<file path="config.mk">
export PLATFORM = sky130hd
export DESIGN_NAME = player_input_ctrl
export DESIGN_NICKNAME = d
export VERILOG_FILES = /design/src/rtl/player_input_ctrl.sv
export SDC_FILE = /design/constraint.sdc
export NUM_CORES = 1
export LEC_CHECK = 0
export BUFFER_PORTS_ARGS = -buffer_cell sky130_fd_sc_hd__clkbuf_2
export CAP_MARGIN = 10
export CORE_AREA = 2 2 115 117
export CTS_BUF_LIST = sky130_fd_sc_hd__clkbuf_4 sky130_fd_sc_hd__clkbuf_8
export CTS_CLUSTER_SIZE = 16
export DETAILED_ROUTE_END_ITERATION = 10
export DIE_AREA = 0 0 117 119
export PLACE_DENSITY_LB_ADDON = 0.12
export SLEW_MARGIN = 10
export SYNTH_ARGS = -nofsm -noshare
export SYNTH_HDL_FRONTEND = slang
export SYNTH_SLANG_ARGS = --single-unit
</file>
<file path="constraint.sdc">
create_clock -name clk -period 2.5 [get_ports clk]
set_input_delay 0.25 -clock clk [delete_from_list [all_inputs] [get_ports clk]]
set_output_delay 0.25 -clock clk [all_outputs]
set_load 0.02 [all_outputs]
</file>
<file path="src/rtl/player_input_ctrl.sv">
// ---------------------------------------------------------------------------
// player_input_ctrl
//
// Producer side of the player-input memory-mapped interface. Four raw player
// buttons are synchronised, debounced and edge-detected; after the CPU arms a
// round, the first press wins. The winner and its reaction time are held until
// the CPU acknowledges them.
//
// Ports:
//   clk              system clock, all state on rising edge
//   rst              synchronous, active-high reset
//   btn[3:0]         raw asynchronous buttons, active-high, bit i = player i+1
//   arm              one-cycle pulse: start a round
//   ack              one-cycle pulse: consume the result / abort the round
//   playerInputFlag  high while a winning press is held (LOCKED)
//   playerId         winning player 1..4, zero-extended; 0 when none yet
//   reactionTime     ARMED cycles elapsed before the win, saturating
//   armed            high while a round is armed and no winner yet
// ---------------------------------------------------------------------------
module player_input_ctrl #(
   parameter int WIDTH    = 16,
   parameter int DB_COUNT = 250000,
   parameter int DB_BITS  = 18
) (
   input  logic             clk,
   input  logic             rst,
   input  logic [3:0]       btn,
   input  logic             arm,
   input  logic             ack,
   output logic             playerInputFlag,
   output logic [WIDTH-1:0] playerId,
   output logic [WIDTH-1:0] reactionTime,
   output logic             armed
);

   typedef enum logic [1:0] {
      IDLE   = 2'd0,
      ARMED  = 2'd1,
      LOCKED = 2'd2
   } state_t;

   localparam logic [DB_BITS-1:0] DB_LAST = DB_BITS'(DB_COUNT - 1);

   logic [3:0]         sync_p1;
   logic [3:0]         sync_p2;
   logic [3:0]         stable;
   logic [3:0]         stable_d;
   logic [DB_BITS-1:0] db_cnt [4];
   logic [3:0]         rise;
   logic [WIDTH-1:0]   timer;
   state_t             state;

   // Player number of the lowest-index set bit; simultaneous presses resolve
   // in favour of the lower player number.
   function automatic logic [2:0] first_player(input logic [3:0] r);
      logic [2:0] id;
      id = 3'd0;
      for (int i = 3; i >= 0; i--) begin
         if (r[i]) id = 3'(i + 1);
      end
      return id;
   endfunction

   // Reaction timer sticks at all-ones rather than wrapping to a tiny value.
   function automatic logic [WIDTH-1:0] sat_inc(input logic [WIDTH-1:0] t);
      return (&t) ? t : t + 1'b1;
   endfunction

   // --- stage p1/p2: two-flop synchroniser, then per-button debounce ---
   // The debounced level only moves after DB_COUNT consecutive cycles of
   // disagreement with the synchronised input; any agreement restarts the run.
   always_ff @(posedge clk) begin
      if (rst) begin
         sync_p1  <= '0;
         sync_p2  <= '0;
         stable   <= '0;
         stable_d <= '0;
         for (int i = 0; i < 4; i++) begin
            db_cnt[i] <= '0;
         end
      end else begin
         sync_p1  <= btn;
         sync_p2  <= sync_p1;
         stable_d <= stable;
         for (int i = 0; i < 4; i++) begin
            if (sync_p2[i] == stable[i]) begin
               db_cnt[i] <= '0;
            end else if (db_cnt[i] == DB_LAST) begin
               stable[i] <= sync_p2[i];
               db_cnt[i] <= '0;
            end else begin
               db_cnt[i] <= db_cnt[i] + 1'b1;
            end
         end
      end
   end

   // A press is a fresh 0->1 of the debounced level, so a button already held
   // when the round is armed never counts until it is released and re-pressed.
   assign rise = stable & ~stable_d;

   // --- stage fsm: arbitration and result hold, all outputs registered ---
   always_ff @(posedge clk) begin
      if (rst) begin
         state           <= IDLE;
         playerInputFlag <= 1'b0;
         playerId        <= '0;
         reactionTime    <= '0;
         armed           <= 1'b0;
         timer           <= '0;
      end else begin
         case (state)
            IDLE: begin
               if (arm) begin
                  state <= ARMED;
                  armed <= 1'b1;
                  timer <= '0;
               end
            end
            ARMED: begin
               // ack aborts the round even if a press lands in the same cycle
               if (ack) begin
                  state <= IDLE;
                  armed <= 1'b0;
               end else if (|rise) begin
                  state           <= LOCKED;
                  armed           <= 1'b0;
                  playerInputFlag <= 1'b1;
                  playerId        <= WIDTH'(first_player(rise));
                  reactionTime    <= timer;
               end else begin
                  timer <= sat_inc(timer);
               end
            end
            LOCKED: begin
               // playerId/reactionTime stay visible until the next win
               if (ack) begin
                  state           <= IDLE;
                  playerInputFlag <= 1'b0;
               end
            end
            default: begin
               state           <= IDLE;
               playerInputFlag <= 1'b0;
               armed           <= 1'b0;
            end
         endcase
      end
   end

endmodule

</file>
# Word level (Yosys, flattened, before mapping)
# Memories as Yosys holds them, arrays and structs flattened.
# Index checks and enable logic that the tools add are counted.
# W data, S select, Z words.
totals:
  ff_bits: 55
  mem_bits_rw: 72
  out_inout_bits: 34
  memories: 1
classes:
  addsub: 5
  n_eq_ne: 17
  n_mux: 80
  bitwise_logic: 21
  reduce_logical: 13
memory_table:
  columns: ["name", "depth", "word_bits", "rd", "rd_clocked_by_memory_dff", "wr", "line_no", "source"]
  rows:
  - ["db_cnt", 4, 18, 4, 0, 4, "48", "logic [DB_BITS-1:0] db_cnt [4];"]
op_table:
  columns: ["op", "n"]
  rows:
  - ["$mux W18", 12]
  - ["$add A18 B1 Y18 const B", 4]
  - ["$eq A18 B18 Y1 const B", 4]
  - ["$mux W16", 4]
  - ["$mux W1", 52]
  - ["$pmux W16 S2", 1]
  - ["$add A16 B1 Y16 const B", 1]
  - ["$reduce_and A16 Y1", 1]
  - ["$mux W3", 4]
  - ["$ne A2 B2 Y1 const B", 6]
  - ["$or A1 B1 Y1", 12]
  - ["$reduce_and A3 Y1", 3]
  - ["$mux W2", 4]
  - ["$reduce_and A2 Y1", 4]
  - ["$not A1 Y1", 7]
  - ["$pmux W1 S3", 2]
  - ["$pmux W2 S3", 1]
  - ["$reduce_and A5 Y1", 1]
  - ["$and A4 B4 Y4", 1]
  - ["$eq A1 B1 Y1", 4]
  - ["$not A4 Y4", 1]
  - ["$reduce_and A4 Y1", 1]
  - ["$reduce_or A4 Y1", 1]
  - ["$ne A3 B3 Y1 const B", 1]
  - ["4 further kinds", 4]

# Depth between registers and ports, before layout
# An unclocked memory read counts as a cell.
logic_depth:
  ltp_word: 8
  ltp_mapped: 7
  mapped_depth_nobuf: 6

# Least setup slack after synthesis
# Ideal clock, no wire load.
synth_timing:
  path_type: "reg-to-reg"
  from: "memory db_cnt[0][5]"
  to: "memory db_cnt[0][10] (data pin)"
  setup_time_ns: 0.257
  t_arrival_ns: 1.753
  setup_slack_ns: 0.491
  path_stages_with_launch: 7
  synth_period_minus_slack_ns: 2.009
  cell_sequence: "edfxtp_1 -> or4_1 -> nor4_1 -> or3_1 -> buf_2 -> buf_2 -> nor2_1"
synth_rtl:
  columns: ["item", "line_no"]
  rows:
  - ["start: declaration", "48"]

# Final worst setup path
layout_timing:
  from: "register timer[0]"
  to: "register timer[8]"
layout_via:
  elab_chain_len: 5
  elab_cells_between_ends: 8
layout_rtl:
  columns: ["item", "line_no", "source"]
  rows:
  - ["start: declaration", "50", "logic [WIDTH-1:0] timer;"]
  - ["start signal: assignment", "132", "timer <= sat_inc(timer);"]
  - ["$add A16 B1 Y16", "66", "return (&t) ? t : t + 1'b1;"]
  - ["$mux W16", "66", null]
  - ["$mux W16", "125", "end else if (|rise) begin"]
  - ["$mux W16", "122", "if (ack) begin"]
  - ["$pmux W16 S2", "112", "case (state)"]
# Parallel ways exist; a longest one is shown, timed or not. The select of a mux whose other input is x is not followed.
# A chain may end at the register's enable or synchronous reset.

==> out/results.ini <==
[run_status]
status = completed

[grt]
antenna_found_initial = 0
grt_max_degree = 42
grt_pass1_wl_um = 19400
grt_pass1_vias = 4161
track_usage_pct = 17.7
grt_overflow = 0

[layout]
fin_nets = 756
n_antenna_cell = 0
fin_area_sq_um = 7130
syn_to_final_growth_pct = 15.5
drive_gt1_share_pct = 10.7
stdcell_count = 932
multiInputGateArea_sq_um = 2970
ff_latch_area_sq_um = 3260
final_common_cell = nor2_1
layout_common_cells = 101 x nor2_1, 85 x conb_1, 72 x edfxtp_1
fillerInstances = 1210

[setup_path]
crit_required_ns = 2.87
cp.arrival_ns = 2.59
crit_type = reg -> reg
startpoint_type = register
setup.worst_path.end_class = register
crit_path_max_fanout = 8

[routing]
drtAntennaViolNets = 0
via_count = 4555
drt_wl_total_um = 11100
first_pass_iters = 4
wl_per_cell_um = 11.9
drc = 0
drt_iter0_drc = 249
routed_via_density = 4.89

[synth]
synth_edf_count = 72
synth_ff_type = edfxtp_1
synthAdderAreaFrac_pct = 1.01
ys_types = 52
synth_seq_cells = 127
yosysWarnings = 0
ys_seq_area_share_pct = 52.9
synth.area.mux_share_pct = 0.831
synthSimpleGateAreaFrac_pct = 25.6
syn-cell-area_sq_um = 6170
synth-compound-area-share_pct = 5.88
avgSynthCellArea_sq_um = 9.74
synth_xor_area_share_pct = 9.65
syn_inst = 634
synth_top_family_by_area = simple AND/OR/NAND/NOR gates
async_reset_ff_share_pct = 0

[timing]
tns_ns = 0
hold_violations = 0
maxSlewHeadroom_pct = 54.2
final.setup_skew_ns = 0.00785
slew_viol_final = 0
max_freq_ghz = 0.452
fin_crit_ns = 2.21
worst_pin_slew_ns = 0.682
setup_viol = 0
timing.final.crit_share_pct = 88.5
rsz0062_at_grt = false

[cts]
clk_path_buf_depth = 2
cts_tree = yes
post_cts_buffers = 0
ctsResizeCount = 0
cts_buffers = 17
clock_sinks = 127
cts_htree_levels = 4
cts_hold_buf = 3
clkTransAtPathRegs_ns = 0.07
clock_latency_ns = 0.45
cts.root.buffer_cell = clkbuf_8

[min_path]
holdCritPathClass = in -> reg

[die]
die_area_sq_um = 13900
core_area_sq_um = 12900
start_util_pct = 47.9
io_pins = 42
die_w_um = 117
fp.dieH_um = 119
num_rows = 42

[pwr]
p_leak_nw = 2.57
vdd_drop_max_uv = 285
power.density_nw_per_um2 = 586

[flow_run]
maxCapViolCount = 0

[placement]
place_area_sq_um = 6730
place_inst = 897
dpl.hpwl_um = 7790
gp_congestion = 0.846
portBuffers = 28

==> cells by family (layout without fill, tap and decap cells) <==
group | Yosys count | count (layout)
mux | 5 | 5
xor+xnor | 68 | 68
flops | 127 | 127
fa+ha+maj | 5 | 5
other cells | 2 | 85
buf+inv | 49 | 88
simple gates | 316 | 316
compound gates | 62 | 62
==> layer usage <==
| layer | vias to the layer above | part of all wire [%] | global-route usage (%) |
|---|---|---|---|
| li1 | 2345 | - | - |
| met3 | 20 | 3.7 | 4.58 |
| met4 | 0 | 2.1 | 7.79 |
| met5 | - | 0 | 0 |
| met1 | 2118 | 48 | 24.1 |
| met2 | 72 | 46 | 26.5 |
==> sequential cells by signal, summed over array words and instances, names as in the netlist <==
name / count
timer: 16
reactionTime: 16
sync_p2: 4
playerInputFlag: 1
playerId: 3
stable: 4
db_cnt: 72
armed: 1
sync_p1: 4
state: 2
stable_d: 4
==> worst paths after layout <==
check | from | endpoint | slack, ns | cells after the start
setup / recovery | timer[0] | timer[8] | 0.29 | 7
hold / removal | btn[2] | sync_p1[2] | 0.04 | 2
setup reg to reg | timer[0] | timer[8] | 0.29 | 7
hold reg to reg | sync_p1[2] | sync_p2[2] | 0.45 | 1
==> synthesized netlist by cell type, types with 9 or more instances <==
cell type	n	area [sq um]
nand3_1	36	180
xnor2_1	28	245
clkbuf_1	9	33.8
edfxtp_1	72	2160
nor3_1	9	45.0
or3_1	11	68.8
nor2_1	101	379
buf_4	14	105
buf_2	11	55.1
nand4_1	18	113
a21oi_1	32	160
inv_1	13	48.8
xor2_1	40	350
nand2_1	68	255
nor2b_1	17	106
dfxtp_1	55	1100
and3_1	9	56.3
==> critical path, stage by stage, from the launching register on <==
cell	delay, ns
dfxtp_1	0.40
ha_1	0.22
nand3_2	0.15
or4_4	0.58
a31oi_1	0.34
buf_4	0.24
o21ai_1	0.08
a21oi_1	0.12
==> through the flow <==
| stage | util [%] | total power, mW | setup slack, ns | hold slack, ns |
|---|---|---|---|---|
| 4_1_cts | 55.4 | 4.23 | 0.304 | 0.0189 |
| 2_1_floorplan | - | 2.53 | 0.491 | 0.329 |
| 3_3_place_gp | 52.3 | 2.56 | 0.389 | 0.440 |
| 6_report | 55.4 | 4.18 | 0.287 | 0.0360 |
| 3_5_place_dp | 52.3 | 2.57 | 0.325 | 0.426 |
| 5_1_grt | 55.4 | 4.37 | 0.0926 | 0.0305 |
==> report_power, final <==
part	internal (mW)	switching (mW)
sequential	2.27	0.0585
clock	0.893	0.757
combinational	0.0739	0.129
total	3.23	0.944
==> final cells by class <==
cell class,count,share of cell area (%)
Sequential cell,127,45.8
Multi-Input combinational cell,541,41.7
Clock buffer,24,4.28
Timing Repair Buffer,43,3.65
Tap cell,176,3.09
Clock inverter,8,0.877
Inverter,13,0.684
Note: power is estimated with default switching activity, not from simulation.
